$ cat config.mk
export PLATFORM = sky130hd
export DESIGN_NAME = modn_updown_counter
export DESIGN_NICKNAME = d
export VERILOG_FILES = /design/src/rtl/modn_updown_counter.sv
export SDC_FILE = /design/constraint.sdc
export NUM_CORES = 1
export LEC_CHECK = 0
export CAP_MARGIN = 5
export CORE_AREA = 2 2 39 41
export DETAILED_ROUTE_END_ITERATION = 12
export DIE_AREA = 0 0 41 43
export PLACE_DENSITY = 0.76
export REMOVE_ABC_BUFFERS = 1
export SYNTH_ARGS = -nofsm -noshare
export SYNTH_HDL_FRONTEND = slang
export SYNTH_SLANG_ARGS = --single-unit
$ cat constraint.sdc
create_clock -name clk -period 1.87 [get_ports clk]
set_clock_uncertainty 0.2 [all_clocks]
set_input_delay 0.374 -clock clk [delete_from_list [all_inputs] [get_ports clk]]
set_output_delay 0.374 -clock clk [all_outputs]
set_load 0.03 [all_outputs]
$ cat src/rtl/modn_updown_counter.sv
`default_nettype none
// ============================================================================
//  Module   : modn_updown_counter
//  Purpose  : Parametrised modulo-N up/down counter with synchronous load,
//             count enable, terminal-count flag and one-cycle wrap and
//             load-error pulses.
//  Ports    : clk      - clock, all state updates on the rising edge
//             rst      - synchronous active-low reset
//             en       - count enable (load is honoured even when low)
//             mode     - direction: 1 = up, 0 = down
//             load     - synchronous load request
//             data     - load value (rejected when >= MODULUS)
//             data_out - registered count, always within 0..MODULUS-1
//             tc       - terminal count, combinational from data_out/mode
//             wrap     - registered pulse: a wrap happened on the last edge
//             load_err - registered pulse: the last load was rejected
//  Params   : WIDTH   (2..16)         counter width
//             MODULUS (2..2**WIDTH)   count range 0..MODULUS-1
//  Options  : MODN_CNT_SAT_EN - when defined the counter saturates at its
//             end value instead of wrapping, and wrap is never raised.
//  Revision : 1.0 - initial release
// ============================================================================
module modn_updown_counter #(
  parameter int WIDTH   = 4,
  parameter int MODULUS = 15
) (
  input  logic             clk,
  input  logic             rst,
  input  logic             en,
  input  logic             mode,
  input  logic             load,
  input  logic [WIDTH-1:0] data,
  output logic [WIDTH-1:0] data_out,
  output logic             tc,
  output logic             wrap,
  output logic             load_err
);

  // Modulus is held at WIDTH+1 bits so MODULUS == 2**WIDTH is representable.
  localparam logic [WIDTH:0]   c_mod = (WIDTH+1)'(MODULUS);
  localparam logic [WIDTH-1:0] c_max = WIDTH'(MODULUS - 1);
  localparam logic [WIDTH-1:0] c_one = WIDTH'(1);

  logic [WIDTH-1:0] r_count;
  logic             r_wrap;
  logic             r_err;

  logic [WIDTH-1:0] w_next;
  logic             w_wrap_next;
  logic             w_err_next;
  logic             w_load_ok;
  logic             w_at_top;
  logic             w_at_bot;

  assign w_load_ok = ({1'b0, data} < c_mod);
  assign w_at_top  = (r_count == c_max);
  assign w_at_bot  = (r_count == '0);

  // End values are tested before stepping, so the increment never reaches
  // MODULUS and the decrement never underflows.
  always_comb begin
    w_next      = r_count;
    w_wrap_next = 1'b0;
    w_err_next  = 1'b0;
    if (load) begin
      if (w_load_ok) begin
        w_next = data;
      end else begin
        w_err_next = 1'b1;
      end
    end else if (en) begin
      if (mode) begin
        if (w_at_top) begin
`ifdef MODN_CNT_SAT_EN
          w_next      = r_count;
`else
          w_next      = '0;
          w_wrap_next = 1'b1;
`endif
        end else begin
          w_next = r_count + c_one;
        end
      end else begin
        if (w_at_bot) begin
`ifdef MODN_CNT_SAT_EN
          w_next      = r_count;
`else
          w_next      = c_max;
          w_wrap_next = 1'b1;
`endif
        end else begin
          w_next = r_count - c_one;
        end
      end
    end
  end

  always_ff @(posedge clk) begin
    if (!rst) begin
      r_count <= '0;
      r_wrap  <= 1'b0;
      r_err   <= 1'b0;
    end else begin
      r_count <= w_next;
      r_wrap  <= w_wrap_next;
      r_err   <= w_err_next;
    end
  end

  assign data_out = r_count;
  assign wrap     = r_wrap;
  assign load_err = r_err;
  assign tc       = mode ? w_at_top : w_at_bot;

endmodule
`default_nettype wire

==> results list, run 1 <==
- Core Rows: 14
- The final number of hold-violating endpoints is 0.
- Initial cell density of the core: 36.0%
* Total number of H-tree levels: 1
* Post-Route Utilization: 52.2%
* Worst path arrival time: 1310 ps
- Yosys cell types: 28
- Critical Path, Cell by Cell: inv_4, ha_4, inv_2, o41ai_4, buf_4
- Instance area after placement: 674 µm²
- In the final timing run, aggregate negative setup slack is -18.1 ps.
- For this run, the number of Yosys warnings is 0.
* Pre-CTS setup slack: -113 ps
* Die area: 0.00176 mm²
- DRC violation count after routing: 0
- For this block, the routed nets add up to 1.17 mm of wire.
* Number of nets in the final layout: 93
* Clock buffers created by TritonCTS: 3
- Post-layout instance count excluding filler cells: 94
- Dividing the detail-routed via count by the number of cells gives 5.40.
- Post-route cell area: 722 µm²
- Die Height: 43 µm
- The run finished, with violations left.
- The die is 41 µm wide.
* Clock-pin slew on the worst setup and hold paths: 50 ps
- Fraction of layout instances using a drive strength above 1: 30.8%
* Worst ir drop on vdd: 400 µV
- Total via count after detailed routing: 508
- The number of setup buffers added after CTS is 0.
* Std-Cell Core Area: 0.00138 mm²
- The critical path contains buffers and inverters numbering 3 combined.
* Hold-fix buffers at CTS: 0
- Instance count after placement with tap cells included: 91
- The slowest stage of the critical path belongs to the cell sky130_fd_sc_hd__dfxtp_2.
- Hold is met by 423 ps.
- Final WS setup: -18.1 ps
- Detail Placement HPWL: 875 µm
* Final count of pins violating max slew: 0
- Type of the worst min-delay path: reg2reg
- The synthesized netlist occupies a cell area of 498 µm².
* Critical path peak fanout: 4
* Clock period minus final worst setup slack: 1890 ps
- Skew-Pair Late Insertion Delay: 250 ps
- Clock tree synthesis found a total of 6 sinks.
- Maximum buffer depth of the clock tree: 2
- STA classifies the critical path startpoint as a register.
* Count of antenna-violating nets left after detailed routing: 0
- Synthesis handed over a netlist of 57 instances.
- Category of the worst setup path capture point: output pin
- A synthesized cell averages 8.74 µm².
- Port Buffer Count: 15
- Number of global-route vias before repair: 425
- Setup violations remaining at the end of the flow were counted as 1.
- For this run the aggregate overflow at the end of global routing stands at 0.
- At the worst endpoint, the required time is 1300 ps.
- Leak Pwr: 0.310 nW
- After the first detailed-routing iteration, the DRC count stood at 12.
* Diodes inserted: 0
- Headroom to the max-slew limit came out at 78.9%.
* Total track usage: 15.5%
* Sequential share of the synthesized area: 24.1%
- The first global-routing pass estimated 1.84 mm of wire.
- Entering global routing, the biggest net connects 10 pins.
- Measured slew at the worst slew-check pin: 315 ps
* Placer's final routability congestion estimate: 0.757
* Power Density: 645 mW/mm²
* Max-capacitance violation count: 0
- After detailed routing, the average wire length per cell comes to 12.4 µm.
* Delay contributed by the slowest stage of the critical path: 330 ps
- Unrepaired setup endpoints after global routing: yes
- Top delay family on crit path: flip-flops
- I/O pin count: 16
- Number of storage elements in the synthesis netlist: 6
- Layout Area Growth over Synthesis: 45.0%
- Share of the clock period used by the worst path after layout: 101%
- Root Buffer Master: sky130_fd_sc_hd__clkbuf_4
* Clock tree from TritonCTS: done
* Critical path type: reg2out
- The design draws 465 µW.
* Violated checks: negative setup slack
- Number of iterations in the first detailed-routing pass: 4
- Max Clk Rate: 530 MHz
- The initial antenna violation count came to 0.
[layout make-up]
type                       count  area, µm²
fill                         133        662
timing repair buffer          22        193
multi-input combinational     44        350
sequential                     6        123
tap                           16       20.0
inverter                       3       13.8
clock buffer                   3       22.5
[tightest hold or removal path, delay by kind of cell (launching register included)]
kind | cells | cell delay (ps)
AOI/OAI and AO/OA | 2 | 200
DFF | 1 | 370
[path summary, 6_finish.rpt]
| check | from | endpoint | slack, ps | cells after the start |
|---|---|---|---|---|
| worst max-delay path | data_out[0] | tc | -20 | 5 |
| worst max register to register | data_out[1] | data_out[2] | 140 | 7 |
| worst min register to register | data_out[2] | data_out[2] | 420 | 2 |
| worst min-delay path | data_out[2] | data_out[2] | 420 | 2 |
[synthesized netlist by cell type (all sizes together)]
| library cell | number | area, µm² |
|---|---|---|
| dfxtp | 6 | 120 |
| a21o | 1 | 7.51 |
| and4b | 1 | 10.0 |
| o311a | 1 | 10.0 |
| a211o | 1 | 8.76 |
| nand2 | 4 | 15.0 |
| o21bai | 1 | 7.51 |
| o21ai | 2 | 10.0 |
| nand3 | 4 | 20.0 |
| buf | 4 | 41.3 |
| nor2b | 1 | 6.26 |
| a221oi | 1 | 8.76 |
| nand4 | 1 | 12.5 |
| o22ai | 2 | 12.5 |
| ha | 4 | 50.1 |
| nand2b | 2 | 12.5 |
| o22a | 1 | 8.76 |
| a211oi | 2 | 15.0 |
| nor3 | 1 | 10.0 |
| inv | 3 | 11.3 |
| o41ai | 1 | 27.5 |
| a31oi | 4 | 25.0 |
| o21ba | 1 | 10.0 |
| nor2 | 5 | 18.8 |
| a21oi | 3 | 18.8 |
[flip-flops by register name, summed over array words and instances (netlist names)]
name and flops:
wrap 1, data_out 4, load_err 1
[placed cells by master, fill, tap and decap left out]
cell / instances
sky130_fd_sc_hd__o22ai_1: 2
sky130_fd_sc_hd__ha_4: 2
sky130_fd_sc_hd__ha_1: 2
sky130_fd_sc_hd__o311a_1: 1
sky130_fd_sc_hd__nand4_2: 1
sky130_fd_sc_hd__o21bai_1: 1
sky130_fd_sc_hd__o21ai_0: 1
sky130_fd_sc_hd__a31oi_1: 4
sky130_fd_sc_hd__buf_4: 9
sky130_fd_sc_hd__inv_4: 1
sky130_fd_sc_hd__o21ai_1: 1
sky130_fd_sc_hd__a211o_1: 1
sky130_fd_sc_hd__a211oi_1: 2
sky130_fd_sc_hd__clkdlybuf4s50_1: 9
sky130_fd_sc_hd__nand3_1: 4
sky130_fd_sc_hd__and4b_1: 1
sky130_fd_sc_hd__o21ba_2: 1
sky130_fd_sc_hd__nor2_1: 5
sky130_fd_sc_hd__a221oi_1: 1
sky130_fd_sc_hd__nand2b_1: 2
sky130_fd_sc_hd__inv_2: 2
sky130_fd_sc_hd__a21oi_1: 2
sky130_fd_sc_hd__a21oi_2: 1
sky130_fd_sc_hd__dlygate4sd2_1: 4
sky130_fd_sc_hd__o41ai_4: 1
sky130_fd_sc_hd__a21o_1: 1
sky130_fd_sc_hd__clkbuf_4: 3
sky130_fd_sc_hd__dfxtp_1: 4
sky130_fd_sc_hd__nor3_2: 1
sky130_fd_sc_hd__nor2b_1: 1
sky130_fd_sc_hd__o22a_1: 1
sky130_fd_sc_hd__dfxtp_2: 2
sky130_fd_sc_hd__nand2_1: 4
[cell families (layout without fill, tap and decap cells)]
family	count (synthesis)	in the layout	share of synthesized area (%)
flops	6	6	24.1
simple gates	19	19	21.1
fa+ha+maj	4	4	10.1
buf+inv	7	28	10.6
compound gates	21	21	34.2
[timing repair]
action | CTS | global route
hold endpoints to repair | 0 | 0
resized for setup | 8 | 6
setup endpoints to repair | 4 | 1
pin swaps | 2 | 0
[metal layers]
layer | vias up | global-route usage [%] | wire (µm)
met2 | 10 | 23.1 | 590
met3 | 2 | 6.28 | 31
met1 | 240 | 19.2 | 528
met5 | - | 0 | 0
li1 | 256 | - | -
met4 | 0 | 6.00 | 14
[where the power goes]
part	total [mW]	switching (mW)	internal [mW]
Clock	0.122	0.0492	0.0728
Combinational	0.195	0.103	0.0915
Sequential	0.149	0.0101	0.139
Note: power is estimated with default switching activity, not from simulation.
==> inputs of run 2 (changes only) <==
REMOVE_ABC_BUFFERS = not set   (was 1)
==> run 2 against run 1 <==
Final area is 5.0% higher. Sequential share of layout area is 0.15 points lower. Power up 3.0%. Utilization rose by 2.6 points. First-iteration DRC count up 25%. Maximum frequency about the same. Critical endpoint unchanged. Non-clock buffer count rose by 1. The run still ends with negative setup slack left.
==> results list, run 2 (synthesis results as in run 1) <==
- Antenna violations before repair: 0
- The first global-routing pass estimated 1.83 mm of wire.
* Hold Crit Depth: 2
* Max Clk Rate: 530 MHz
- The total overflow left after global routing is 0.
- Max FFs per register: 4
* Clock buffers created by TritonCTS: 3
- STA classifies the critical path startpoint as a register.
- Post-route cell area: 758 µm²
- The worst register-to-register path begins at data_out[1].
* Worst ir drop on vdd: 362 µV
* Final WS setup: -17.3 ps
- Count of antenna-violating nets left after detailed routing: 0
- For the pin with the worst max-slew slack, the measured transition is 315 ps.
- Max-capacitance violation count: 0
- Total via count after detailed routing: 517
- In this run the worst path has a maximum fanout of 4.
- Dividing total power by cell area gives a power density of 632 mW/mm².
- Number of global-route vias before repair: 443
- Delay contributed by the slowest stage of the critical path: 350 ps
* Post-layout instance count excluding filler cells: 95
- Fraction of layout instances using a drive strength above 1: 30.4%
- The initialized floorplan defines 14 standard-cell rows.
- The die covers 0.00176 mm².
* Detail-routed net length per standard cell: 12.4 µm
- Critical Path, Cell by Cell: inv_4, ha_4, inv_2, o41ai_4, buf_4
* Die Height: 43 µm
- Clock-pin slew was measured on the worst setup and hold paths at 40 ps.
- Worst path arrival time: 1310 ps
- Worst Setup EP: tc
* Maximum buffer depth of the clock tree: 2
- Total of endpoints with negative setup slack in the final report: 1
- Hold-fix buffers at CTS: 0
* Category of the worst setup path capture point: output pin
* Die Width: 41 µm
* Hold violation count in the final report: 0
- After layout, the minimum clock period comes to 1890 ps.
- Clock sink count: 6
- In the layout the commonest cells are sky130_fd_sc_hd__clkdlybuf4s50_1 (9), sky130_fd_sc_hd__buf_4 (8), sky130_fd_sc_hd__nor2_1 (5).
- The endpoint identified for the worst register-to-register timing path is data_out[2].
- Total number of H-tree levels: 1
* Number of inserted filler cells in the final layout: 126
- Critical path required time: 1300 ps
- Number of iterations in the first detailed-routing pass: 4
- Critical path type: reg2out
- In the global route stage, overall resource usage came out at 15.0%.
* Most common library cell in the layout ignoring fill and taps: sky130_fd_sc_hd__clkdlybuf4s50_1
- The worst hold path belongs to the class reg2reg.
* Buffer and inverter count on the worst path: 3
- Share of the clock period used by the worst path after layout: 101%
* Violated checks: negative setup slack
- Entering global routing, the biggest net connects 9 pins.
* Top delay family on crit path: flip-flops
- Number of cells on the worst reg-to-reg path: 7
* Instance count after placement with tap cells included: 89
- Port Buffer Count: 15
* Number of nets in the final layout: 94
- Diodes inserted: 0
- TritonCTS built the clock tree.
- Detailed placement finished with a half-perimeter wire length of 861 µm.
* Instance area after placement: 664 µm²
- Post-Route WL: 1.18 mm
* Critical Path Slowest Stage Cell: sky130_fd_sc_hd__dfxtp_4
- Setup repair after global routing could not meet its margin everywhere.
* Leak Pwr: 0.344 nW
* I/O pin count: 16
- Measured against its own limit, the worst slew margin works out to 79.0%.
- From synthesis to final layout, the design area changed by 52.3%.
- The number of max-slew violations in the final report came to 0.
- Initial DRC count: 15
* Logic depth of the worst path, buffers included: 5
- Placer's final routability congestion estimate: 0.765
- Worst setup path start: data_out[0]
- Skew-Pair Late Insertion Delay: 250 ps
- For this run, design rule violations remaining after detail routing come to 0.
* Run status: complete, but fails checks
- The core region is 0.00138 mm².
* Number of nets produced by synthesis: 70
- Setup slack on the worst reg-to-reg path comes out at 120 ps.
- Detailed-route vias per instance: 5.44
* Initial cell density of the core: 36.0%
* Root Buffer Master: sky130_fd_sc_hd__clkbuf_4
run 2: cell types whose count changed in the layout (fill, tap and decap cells not counted):
cell                             change
sky130_fd_sc_hd__inv_2               -1
sky130_fd_sc_hd__nand4_4             +1
sky130_fd_sc_hd__dfxtp_2             -2
sky130_fd_sc_hd__buf_6               +1
sky130_fd_sc_hd__dlymetal6s2s_1      +2
sky130_fd_sc_hd__dlygate4sd2_1       -1
sky130_fd_sc_hd__dfxtp_4             +2
sky130_fd_sc_hd__inv_4               +1
sky130_fd_sc_hd__nand4_2             -1
sky130_fd_sc_hd__buf_4               -1
run 2: power breakdown:
part	switching, mW	internal (mW)	leakage, nW
Sequential	0.0117	0.138	0.0506
Combinational	0.105	0.0989	0.280
Clock	0.0528	0.0730	0.0138
run 2: timing repair:
item / CTS / global route
buffers inserted: 3 / 0
pin swaps: 2 / 3
resized for setup: 14 / 4
setup endpoints to repair: 4 / 3
run 2: worst register-to-register path, stage by stage (launching register included):
cell and delay [ps]:
sky130_fd_sc_hd__dfxtp_4 350, sky130_fd_sc_hd__buf_4 150, sky130_fd_sc_hd__buf_4 150, sky130_fd_sc_hd__ha_1 200
sky130_fd_sc_hd__a21oi_2 110, sky130_fd_sc_hd__a21oi_1 70, sky130_fd_sc_hd__a211o_1 290, sky130_fd_sc_hd__a31oi_1 160
run 2: worst min path at each step:
stage,startpoint,to,slack (ps)
finish,data_out[3],data_out[3],330
global route,data_out[3],data_out[3],360
CTS,data_out[3],data_out[3],340
detailed placement,data_out[3],data_out[3],330
global placement,data_out[3],data_out[3],320
floorplan,data[0],load_err,300
run 2: stage by stage:
step	util [%]	worst slack, ps	TNS (ps)	hold slack, ps	power [mW]
4_1_cts	53.5	-101	-167	337	0.478
3_5_place_dp	48.0	-163	-306	333	0.331
3_3_place_gp	48.0	-157	-254	323	0.328
5_1_grt	54.8	-79.8	-79.8	360	0.507
2_1_floorplan	-	87.2	0	300	0.273
6_report	54.8	-17.3	-17.3	335	0.479
run 2: routing by layer:
| layer | vias up | wire length [µm] | GRT usage, % |
|---|---|---|---|
| met2 | 12 | 596 | 22.2 |
| li1 | 256 | - | - |
| met5 | - | 0 | 0 |
| met4 | 0 | 0 | 6.00 |
| met1 | 249 | 529 | 19.6 |
| met3 | 0 | 51 | 4.71 |
run 2: final cells by class:
class                           instances  area, µm²  share of cell area (%)
Tap cell                               16       20.0                    2.64
Inverter                                3       16.3                    2.15
Multi-Input combinational cell         44        359                    47.4
Sequential cell                         6        128                    16.8
Timing Repair Buffer                   23        213                    28.1
Clock buffer                            3       22.5                    2.97
==> inputs of run 3 (changes only) <==
HOLD_SLACK_MARGIN = 0.1   (was not set)
==> results of run 3 <==
Final layout, timing and power as in run 2 (identical DEF).
